$ cat config.mk
export PLATFORM = sky130hd
export DESIGN_NAME = ddr_in_frame_ctrl
export DESIGN_NICKNAME = d
export VERILOG_FILES = /design/src/rtl/ddr_in_frame_ctrl.sv
export SDC_FILE = /design/constraint.sdc
export NUM_CORES = 1
export LEC_CHECK = 0
export CAP_MARGIN = 20
export CELL_PAD_IN_SITES_DETAIL_PLACEMENT = 0
export CELL_PAD_IN_SITES_GLOBAL_PLACEMENT = 1
export CORE_ASPECT_RATIO = 1.2
export CORE_UTILIZATION = 38
export CTS_CLUSTER_SIZE = 16
export DETAILED_ROUTE_END_ITERATION = 8
export PLACE_DENSITY_LB_ADDON = 0.12
export SYNTH_ARGS = -nofsm -noshare
export SYNTH_HDL_FRONTEND = slang
export SYNTH_SLANG_ARGS = --single-unit
$ cat constraint.sdc
create_clock -name clk_i -period 2.15 [get_ports clk_i]
set_input_delay 0.5375 -clock clk_i [delete_from_list [all_inputs] [get_ports clk_i]]
set_output_delay 0.5375 -clock clk_i [all_outputs]
set_load 0.05 [all_outputs]
$ cat src/rtl/ddr_in_frame_ctrl.sv
// DDR input frame controller: deserializes capture pairs, hunts sync, locks, streams payload.
// Optional statistics counters enabled by DDR_IN_FRAME_CTRL_STATS_EN.
module ddr_in_frame_ctrl #(
  parameter int unsigned       WORD_W    = 16,
  parameter logic [WORD_W-1:0] SYNC_PAT  = 16'hA5C3,
  parameter int unsigned       FRAME_LEN = 8,
  parameter int unsigned       LOCK_CNT  = 4,
  parameter int unsigned       LOSS_CNT  = 2
) (
  input  logic              clk_i,
  input  logic              rst_n_i,
  input  logic              en_i,
  input  logic [1:0]        ddr_i,
  output logic [WORD_W-1:0] word_o,
  output logic              valid_o,
  output logic              sof_o,
  output logic              locked_o,
  output logic              odd_o,
  output logic              err_o
`ifdef DDR_IN_FRAME_CTRL_STATS_EN
  ,
  output logic [15:0]       loss_cnt_o,
  output logic [15:0]       frame_cnt_o
`endif
);

  localparam int unsigned HALF = WORD_W / 2;
  localparam int unsigned PH_W = $clog2(HALF);
  localparam int unsigned SL_W = $clog2(FRAME_LEN);
  localparam int unsigned GD_W = $clog2(LOCK_CNT + 1);
  localparam int unsigned MS_W = $clog2(LOSS_CNT + 1);

  localparam logic [PH_W-1:0] PH_MAX = PH_W'(HALF - 1);
  localparam logic [SL_W-1:0] SL_MAX = SL_W'(FRAME_LEN - 1);
  localparam logic [GD_W-1:0] GD_TGT = GD_W'(LOCK_CNT);
  localparam logic [MS_W-1:0] MS_TGT = MS_W'(LOSS_CNT);

  localparam logic [1:0] S_HUNT   = 2'd0;
  localparam logic [1:0] S_VERIFY = 2'd1;
  localparam logic [1:0] S_LOCK   = 2'd2;

  logic [1:0]        state_q, state_d;
  logic [WORD_W:0]   hist_q, hist_d;
  logic [PH_W-1:0]   ph_q, ph_d;
  logic [SL_W-1:0]   sl_q, sl_d;
  logic [GD_W-1:0]   good_q, good_d;
  logic [MS_W-1:0]   miss_q, miss_d;
  logic [WORD_W-1:0] word_q, word_d;
  logic              valid_q, valid_d;
  logic              sof_q, sof_d;
  logic              locked_q, locked_d;
  logic              odd_q, odd_d;
  logic              err_q, err_d;
  logic              lost, fgood;

  logic [WORD_W-1:0] even_c, odd_c, cand;
  logic              bnd, sync_ok;

  assign even_c  = hist_q[WORD_W-1:0];
  assign odd_c   = hist_q[WORD_W:1];
  assign cand    = odd_q ? odd_c : even_c;
  assign bnd     = (ph_q == PH_MAX);
  assign sync_ok = (cand == SYNC_PAT);
  assign hist_d  = {hist_q[WORD_W-2:0], ddr_i[0], ddr_i[1]};

  always_comb begin
    state_d = state_q;
    ph_d    = bnd ? '0 : ph_q + 1'b1;
    sl_d    = sl_q;
    if (bnd) sl_d = (sl_q == SL_MAX) ? '0 : sl_q + 1'b1;
    good_d  = good_q;
    miss_d  = miss_q;
    word_d  = word_q;
    valid_d = 1'b0;
    sof_d   = 1'b0;
    odd_d   = odd_q;
    err_d   = err_q;
    lost    = 1'b0;
    fgood   = 1'b0;
    if (!en_i) begin
      state_d = S_HUNT;
      ph_d    = '0;
      sl_d    = '0;
      good_d  = '0;
      miss_d  = '0;
      err_d   = 1'b0;
    end else begin
      unique case (state_q)
        S_HUNT: begin
          // even phase wins when both phases match
          if (even_c == SYNC_PAT || odd_c == SYNC_PAT) begin
            odd_d   = (even_c != SYNC_PAT);
            ph_d    = '0;
            sl_d    = SL_W'(1);
            good_d  = GD_W'(1);
            miss_d  = '0;
            state_d = (LOCK_CNT == 1) ? S_LOCK : S_VERIFY;
          end
        end
        S_VERIFY: begin
          if (bnd && sl_q == '0) begin
            if (sync_ok) begin
              good_d = good_q + 1'b1;
              if (good_q + 1'b1 == GD_TGT) begin
                state_d = S_LOCK;
                miss_d  = '0;
              end
            end else begin
              state_d = S_HUNT;
            end
          end
        end
        S_LOCK: begin
          if (bnd) begin
            if (sl_q != '0) begin
              word_d  = cand;
              valid_d = 1'b1;
              sof_d   = (sl_q == SL_W'(1));
            end else if (sync_ok) begin
              miss_d = '0;
              fgood  = 1'b1;
            end else if (miss_q + 1'b1 == MS_TGT) begin
              state_d = S_HUNT;
              err_d   = 1'b1;
              lost    = 1'b1;
            end else begin
              miss_d = miss_q + 1'b1;
            end
          end
        end
        default: state_d = S_HUNT;
      endcase
    end
    locked_d = (state_d == S_LOCK);
  end

  always_ff @(posedge clk_i) begin
    if (!rst_n_i) begin
      state_q  <= S_HUNT;
      hist_q   <= '0;
      ph_q     <= '0;
      sl_q     <= '0;
      good_q   <= '0;
      miss_q   <= '0;
      word_q   <= '0;
      valid_q  <= 1'b0;
      sof_q    <= 1'b0;
      locked_q <= 1'b0;
      odd_q    <= 1'b0;
      err_q    <= 1'b0;
    end else begin
      state_q  <= state_d;
      hist_q   <= hist_d;
      ph_q     <= ph_d;
      sl_q     <= sl_d;
      good_q   <= good_d;
      miss_q   <= miss_d;
      word_q   <= word_d;
      valid_q  <= valid_d;
      sof_q    <= sof_d;
      locked_q <= locked_d;
      odd_q    <= odd_d;
      err_q    <= err_d;
    end
  end

  assign word_o   = word_q;
  assign valid_o  = valid_q;
  assign sof_o    = sof_q;
  assign locked_o = locked_q;
  assign odd_o    = odd_q;
  assign err_o    = err_q;

`ifdef DDR_IN_FRAME_CTRL_STATS_EN
  logic [15:0] loss_q, fcnt_q;

  // saturating; survive en_i low
  always_ff @(posedge clk_i) begin
    if (!rst_n_i) begin
      loss_q <= '0;
      fcnt_q <= '0;
    end else begin
      if (lost && loss_q != 16'hFFFF) loss_q <= loss_q + 1'b1;
      if (fgood && fcnt_q != 16'hFFFF) fcnt_q <= fcnt_q + 1'b1;
    end
  end

  assign loss_cnt_o  = loss_q;
  assign frame_cnt_o = fcnt_q;
`else
  logic unused_stats;
  assign unused_stats = lost | fgood;
`endif

endmodule
Yosys cells after proc, flatten, opt, wreduce, memory -nomap -nowiden
Cells that the tools add are included.
Widths: inputs -> output; s select.

cells by class
  add/subtract/negate cells = 4
  eq/ne operators = 19
  bitwise gates (word level) = 2
  reductions and logical operators = 15
  muxes and demuxes = 32

operator list
  kind                  count
  $eq 16x16->1 const B  3
  $mux 2                17
  $mux 3                10
  $mux 16               1
  $ne 16x16->1 const B  1
  $ne 2x2->1 const B    6
  $pmux 2 s3            2
  $reduce_and 4->1      3
  $reduce_and 5->1      2
  $add 3x1->3 const B   3
  $eq 3x3->1 const B    3
  $reduce_and 8->1      1
  $eq 2x2->1 const B    3
  $pmux 3 s2            1
  $reduce_bool 3->1     2
  $eq 3x1->1 const B    1
  $logic_not 3->1       1
  $ne 3x3->1 const B    1
  $reduce_and 3->1      1
  $add 2x1->2 const B   1
  $eq 2x1->1 const B    1
  $logic_not 2->1       1
  $not 1->1             2
  $reduce_and 2->1      1
  other kinds (4)       4

word-level totals
  word-level logic and storage cells = 84
  bits of input ports = 5
  output and inout bits = 21
  register bits after elaboration = 51

Depth between registers and ports, before layout
Gate-level depths: netlist (run 1).

  word-level depth = 9
  gate-level depth with buffers = 8
  mapped depth without buffers = 7

Least setup slack after synthesis (run 1)
No wires, ideal clock.

  path kind = reg-to-reg
  start = reg odd_q (netlist: odd_o)
  end = reg miss_q[0]
  slack = -0.031 ns
  period minus slack after synthesis = 2.181 ns
  library setup time = 0.128 ns
  buffers on the path = 1
  stages on the path, launching flop included = 7
  required time = 2.022 ns
  arrival = 2.053 ns
  cells stage by stage = dfxtp_1 > buf_6 > nand4b_1 > o22a_1 > or4_1 > a211oi_1 > o22ai_1

between the ends
  cells in the longest elaborated chain, start to end = 6
  elaborated cells on any way between the ends = 9
  those cells by class = 3 x eq/ne; 5 x mux; 1 x reduce/logical

ends and longest elaborated chain
  element                 line  text
  from (decl)             52    logic odd_q, odd_d;
  from (signal assigned)  149   odd_q <= 1'b0;
  from (signal assigned)  162   odd_q <= odd_d;
  $mux 16 *               61    assign cand = odd_q ? odd_c : even_c;
  $eq 16x16->1 *          63    assign sync_ok = (cand == SYNC_PAT);
  $mux 2                  119   end else if (sync_ok) begin
  $mux 2                  115   if (sl_q != '0) begin
  $mux 2                  114   if (bnd) begin
  $pmux 2 s3              88    unique case (state_q)
  to (signal assigned)    157   miss_q <= miss_d;
  to (decl)               47    logic [MS_W-1:0] miss_q, miss_d;

Every way passes the cells marked *; elsewhere a longest branch is shown, timed or not. The select of a mux whose other input is x is not followed.
A chain may end at the register's enable or synchronous reset.

Worst setup path after layout (run 1)
Same ends and word-level chain as after synthesis.

==> reports/qor.yml, run 1 <==
skew_ps: 3.22
fin_crit_ps: 2030
hpwlAfterDp_um: 3250
ctsResizeCount: 0
dr_total_vias: 1700
cts-htree-levels: 2
final_hold_viol_count: 0
slew_violations: 0
synthAdderAreaFrac_pct: 5.05
grt_pass1_wl_um: 7600
slowest_delay_ps: 590
diodes: 0
io_buffers: 25
min_period_over_period_pct: 94.5
status: "complete, no violations"
initial_core_util_pct: 39.3
vias_per_cell: 4.99
cts_buffers: 5
synth_cell_types: 38
synth_xor_area_share_pct: 0
dr.pass1.iters: 4
core_mm2: 0.00567
synth_top_family_by_area: "simple AND/OR/NAND/NOR gates"
synth_compound_area_share_pct: 14.3
drt_iter0_drc: 87
synthesis.area_mm2: 0.00223
max_cap_violations: 0
boundaryPins: 26
postRouteWirelength_um: 4490
clk_pin_slew_ps: 90
crit_family: "simple AND/OR/NAND/NOR gates"
synth_flop_cell: "dfxtp_1"
end_kind: "flop"
cp_slowest_cell: "or4_1"
yosys_warnings: 0
whs_ps: 446
cts_tree: "yes"
crit_fanout: 12
syn_to_final_growth_pct: 24.9
tightest_slew_ps: 639
total_leakage_power_nw: 1.19
die_h_um: 85.9
path_cells: "nand4b_1 -> o22a_1 -> or4_1 -> a211oi_1 -> o22ai_1"
synth_edf_count: 0
async_reset_ff_share_pct: 0
ys_seq_area_share_pct: 45.8
cts-root-buf: "clkbuf_8"
rows: 30
timing.fmax_mhz: 492
ys_seq_elements: 51
grt_setup_unrepaired: "false"
dieWidth_um: 71.9
grt_max_degree: 37
start_kind: "flop"
placedInstanceArea_mm2: 0.00267
ant_nets: 0
grt_overflow: 0
hold_class: "reg2reg"
dieArea_mm2: 0.00618
slew_headroom_pct: 57.2
cp_num_buf_inv: 0
post_cts_buffers: 0
cts_hold_buf: 0
utilization_pct: 49.1
p_per_area_mw_per_mm2: 607
cts.sinks: 51
yosys.area_share.simple_pct: 22.3
critPathKind: "reg2reg"
wl_per_cell_um: 13.2
gp_congestion: 0.786
first_global_vias: 1647
muxShareOfSynthArea_pct: 8.59
grt_usage_pct: 15.9
clock_latency_ps: 300
critical_path_required_ps: 2330
antenna_found_initial: 0
design_area_mm2: 0.00279
finalSetupViolCount: 0
syn_area_per_cell_um2: 9.91
syn_inst: 225
drc_errors: 0
synth_nets: 239
vdd_ir_drop_max_v: 0.000308
cp.arrival_ps: 2210
nNetsFinal: 274
finalSetupTns_ps: 0
ctsLongestPathBuffers: 2
drive_gt1_share_pct: 10.7
[power breakdown]
part	switching (mW)	internal, mW
Combinational	0.0242	0.0237
Clock	0.307	0.377
Sequential	0.00786	0.951
[registers in the layout (all words and copies together), names as in the netlist]
name and count:
err_o 1, good_q 3, hist_q 17, locked_o 1, miss_q 2, odd_o 1, ph_q 3, sl_q 3
sof_o 1, state_q 2, valid_o 1, word_o 16
[Yosys cell counts (all sizes together), types with 4 or more instances]
library cell	n	area, um2
dfxtp	51	1020
nand2	27	101
and2	19	119
mux2i	18	180
o211a	17	170
ha	9	113
inv	9	33.8
clkbuf	8	30.0
nor2	6	22.5
a21oi	5	25.0
nor4	5	31.3
buf	4	25.0
nand2b	4	25.0
nand4bb	4	45.0
nor3	4	20.0
[area by class of cell]
type                       count  area, um2
fill                         556       2880
multi-input combinational    153       1130
sequential                    51       1020
timing repair buffer          40        385
tap                           80        100
clock buffer                   6       82.6
clock inverter                 2       35.0
inverter                       9       33.8
[kinds of logic (layout without fill, tap and decap cells)]
logic type	Yosys count	count (layout)
AOI/OAI and AO/OA	38	38
adders and majority gates	9	9
DFF	51	51
buffers and inverters	21	57
muxes	19	19
and+or+nand+nor	87	87
[cells in the final DEF, fill, tap and decap left out, drive strengths merged, types with 4 or more instances in the layout]
master and instances:
a21oi 5, and2 19, buf 16, clkbuf 6
clkdlybuf4s50 24, dfxtp 51, ha 9, inv 9
mux2i 18, nand2 27, nand2b 4, nand4bb 4
nor2 6, nor3 4, nor4 5, o211a 17
[through the flow]
step | std cells | worst slack [ps] | total power [mW]
2_1_floorplan | 225 | 142 | 1.00
3_3_place_gp | 333 | 86.7 | 1.03
3_5_place_dp | 333 | 89.1 | 1.03
4_1_cts | 341 | 115 | 1.72
5_1_grt | 341 | 1.09 | 1.76
6_report | 341 | 119 | 1.69
[final timing paths]
check                     startpoint                      to  slack (ps)  cells past startpoint
setup / recovery  odd_o$_SDFFE_PN0P_  miss_q[0]$_SDFFE_PN0P_         120                      5
hold / removal    ph_q[0]$_SDFF_PN0_      ph_q[0]$_SDFF_PN0_         450                      1
setup reg to reg  odd_o$_SDFFE_PN0P_  miss_q[0]$_SDFFE_PN0P_         120                      5
hold reg to reg   ph_q[0]$_SDFF_PN0_      ph_q[0]$_SDFF_PN0_         450                      1
[layer usage]
metal	global-route usage, %	wire length, um	vias to the layer above
met5	0	0	-
met3	3.17	142	4
li1	-	-	871
met2	27.3	2140	20
met4	7.31	71	0
met1	19.0	2140	805
(Power assumes the default switching activity.)
==> run 2, diff against run 1 <==
--- a/config.mk
+++ b/config.mk
@@ -13,6 +13,7 @@
 export CTS_CLUSTER_SIZE = 16
 export DETAILED_ROUTE_END_ITERATION = 8
 export PLACE_DENSITY_LB_ADDON = 0.12
+export REMOVE_ABC_BUFFERS = 1
 export SYNTH_ARGS = -nofsm -noshare
 export SYNTH_HDL_FRONTEND = slang
 export SYNTH_SLANG_ARGS = --single-unit
==> reports/qor.yml, run 2 (synthesis gave the netlist of run 1 again) <==
cp_num_buf_inv: 1  # +1
largest_register_ffs: 17  # unchanged
clock_latency_ps: 300  # about the same
first_global_vias: 1599  # -2.9%
core_mm2: 0.00567  # unchanged
crit_family: "buffers and inverters"
ctsLongestPathBuffers: 2  # unchanged
cts_tree: "yes"
rows: 30  # unchanged
dr.pass1.iters: 4  # unchanged
ant_nets: 0  # unchanged
boundaryPins: 26  # unchanged
hold_class: "reg2reg"
critPathKind: "reg2out"
wl_per_cell_um: 12.9  # -2.0%
grt_max_degree: 24  # -35%
utilization_pct: 49.6  # +0.44 points
drive_gt1_share_pct: 11.5  # +0.81 points
cp_slowest_cell: "clkdlybuf4s50_1"
start_kind: "flop"
finalSetupViolCount: 0  # unchanged
final_hold_viol_count: 0  # unchanged
slowest_delay_ps: 800  # +210 ps
nNetsFinal: 273  # -0.36%
syn_to_final_growth_pct: 26.0
die_h_um: 85.9  # unchanged
timing.fmax_mhz: 504  # +2.5%
finalSetupTns_ps: 0  # unchanged
cp.arrival_ps: 1440  # -770 ps
antenna_found_initial: 0  # unchanged
postRouteWirelength_um: 4390  # -2.3%
total_leakage_power_nw: 1.19  # -0.30%
min_period_over_period_pct: 92.2  # -2.3 points
status: "complete, no violations"
tightest_slew_ps: 516  # -123 ps
top_register: "hist_q"
slew_headroom_pct: 65.5  # +8.2 points
end_kind: "primary output"
max_cap_violations: 0  # unchanged
io_buffers: 25  # unchanged
cts_buffers: 5  # unchanged
placedInstanceArea_mm2: 0.00266  # -0.33%
dieWidth_um: 71.9  # unchanged
dp_slack_ps: -2.61  # -91.7 ps
path_cells: "clkdlybuf4s50_1"
dr_total_vias: 1695  # -0.29%
setup_ws_ps: 168  # +48.9 ps
critical_path_required_ps: 1610  # -720 ps
layout.cells.most_common_list: "dfxtp_1 (50), nand2_1 (27), clkdlybuf4s50_1 (24)"
dieArea_mm2: 0.00618  # unchanged
grt_pass1_wl_um: 7400  # -2.7%
design_area_mm2: 0.00281  # +0.90%
grt_usage_pct: 15.4  # -0.49 points
diodes: 0  # unchanged
vdd_ir_drop_max_v: 0.000352  # +14%
drc_errors: 0  # unchanged
grt_overflow: 0  # unchanged
clk_pin_slew_ps: 90  # about the same
initial_core_util_pct: 39.3  # unchanged
p_per_area_mw_per_mm2: 634  # +4.4%
final_common_cell: "dfxtp_1"
cts-htree-levels: 2  # unchanged
n_fill_cell: 538  # -3.2%
total_power_mw: 1.78  # +5.3%
drt_iter0_drc: 68  # -22%
fin_crit_ps: 1980  # -48.9 ps
post_cts_buffers: 0  # unchanged
stdcell_count: 340  # -0.29%
hpwlAfterDp_um: 3200  # -1.6%
skew_ps: 4.08  # +0.864 ps
cts.sinks: 51  # unchanged
dp.cells: 332  # -0.30%
cts-root-buf: "clkbuf_8"
grt_setup_unrepaired: "true"
crit_fanout: 2  # -10
gp_congestion: 0.778  # -0.99%
slew_violations: 0  # unchanged
vias_per_cell: 4.99  # about the same
whs_ps: 438  # -8.54 ps
run 2: cell types whose count changed in the layout (fill, tap and decap cells not counted), sizes merged:
cell and change:
bufinv +1, buf -1, clkinv -1
run 2: worst reg2reg max path: cells and delay by family (launching register included):
family | cells | cell delay (ps)
simple gates | 2 | 710
compound gates | 3 | 470
flops | 1 | 350
fa+ha+maj | 2 | 350
run 2: routing by layer:
layer | vias to the layer above | global-route usage [%] | share of wire, %
met5 | - | 0 | 0
met4 | 0 | 6.42 | 1.7
met3 | 7 | 2.94 | 2.6
met2 | 20 | 26.0 | 48
met1 | 798 | 19.2 | 48
li1 | 870 | - | -
run 2: layout make-up:
cell class / count / area, um2 / area share [%]
repair buffers: 39 / 378 / 13.4
clock buffers: 6 / 72.6 / 2.58
inverters: 9 / 33.8 / 1.20
flip-flops and latches: 51 / 1020 / 36.4
well taps: 80 / 100 / 3.56
clock inverters: 2 / 60.1 / 2.14
multi-input cells: 153 / 1140 / 40.7
run 2: what timing repair did:
| item | in CTS | in global routing |
|---|---|---|
| gates resized for setup | 0 | 5 |
| setup endpoints to repair | 0 | 5 |
| hold buffers | 0 | 0 |
run 2: where the power goes:
part	internal (mW)	switching [mW]	total (mW)
clock	0.465	0.311	0.776
combinational	0.0212	0.0234	0.0447
sequential	0.952	0.00864	0.960
total	1.44	0.343	1.78
run 2: worst paths after layout:
kind                          start                endpoint  slack (ps)  cells past startpoint
max          word_o[0]$_SDFFE_PN0P_               word_o[0]         170                      1
min              ph_q[0]$_SDFF_PN0_      ph_q[0]$_SDFF_PN0_         440                      1
max reg2reg      ph_q[0]$_SDFF_PN0_  miss_q[1]$_SDFFE_PN0P_         180                      7
min reg2reg      ph_q[0]$_SDFF_PN0_      ph_q[0]$_SDFF_PN0_         440                      1
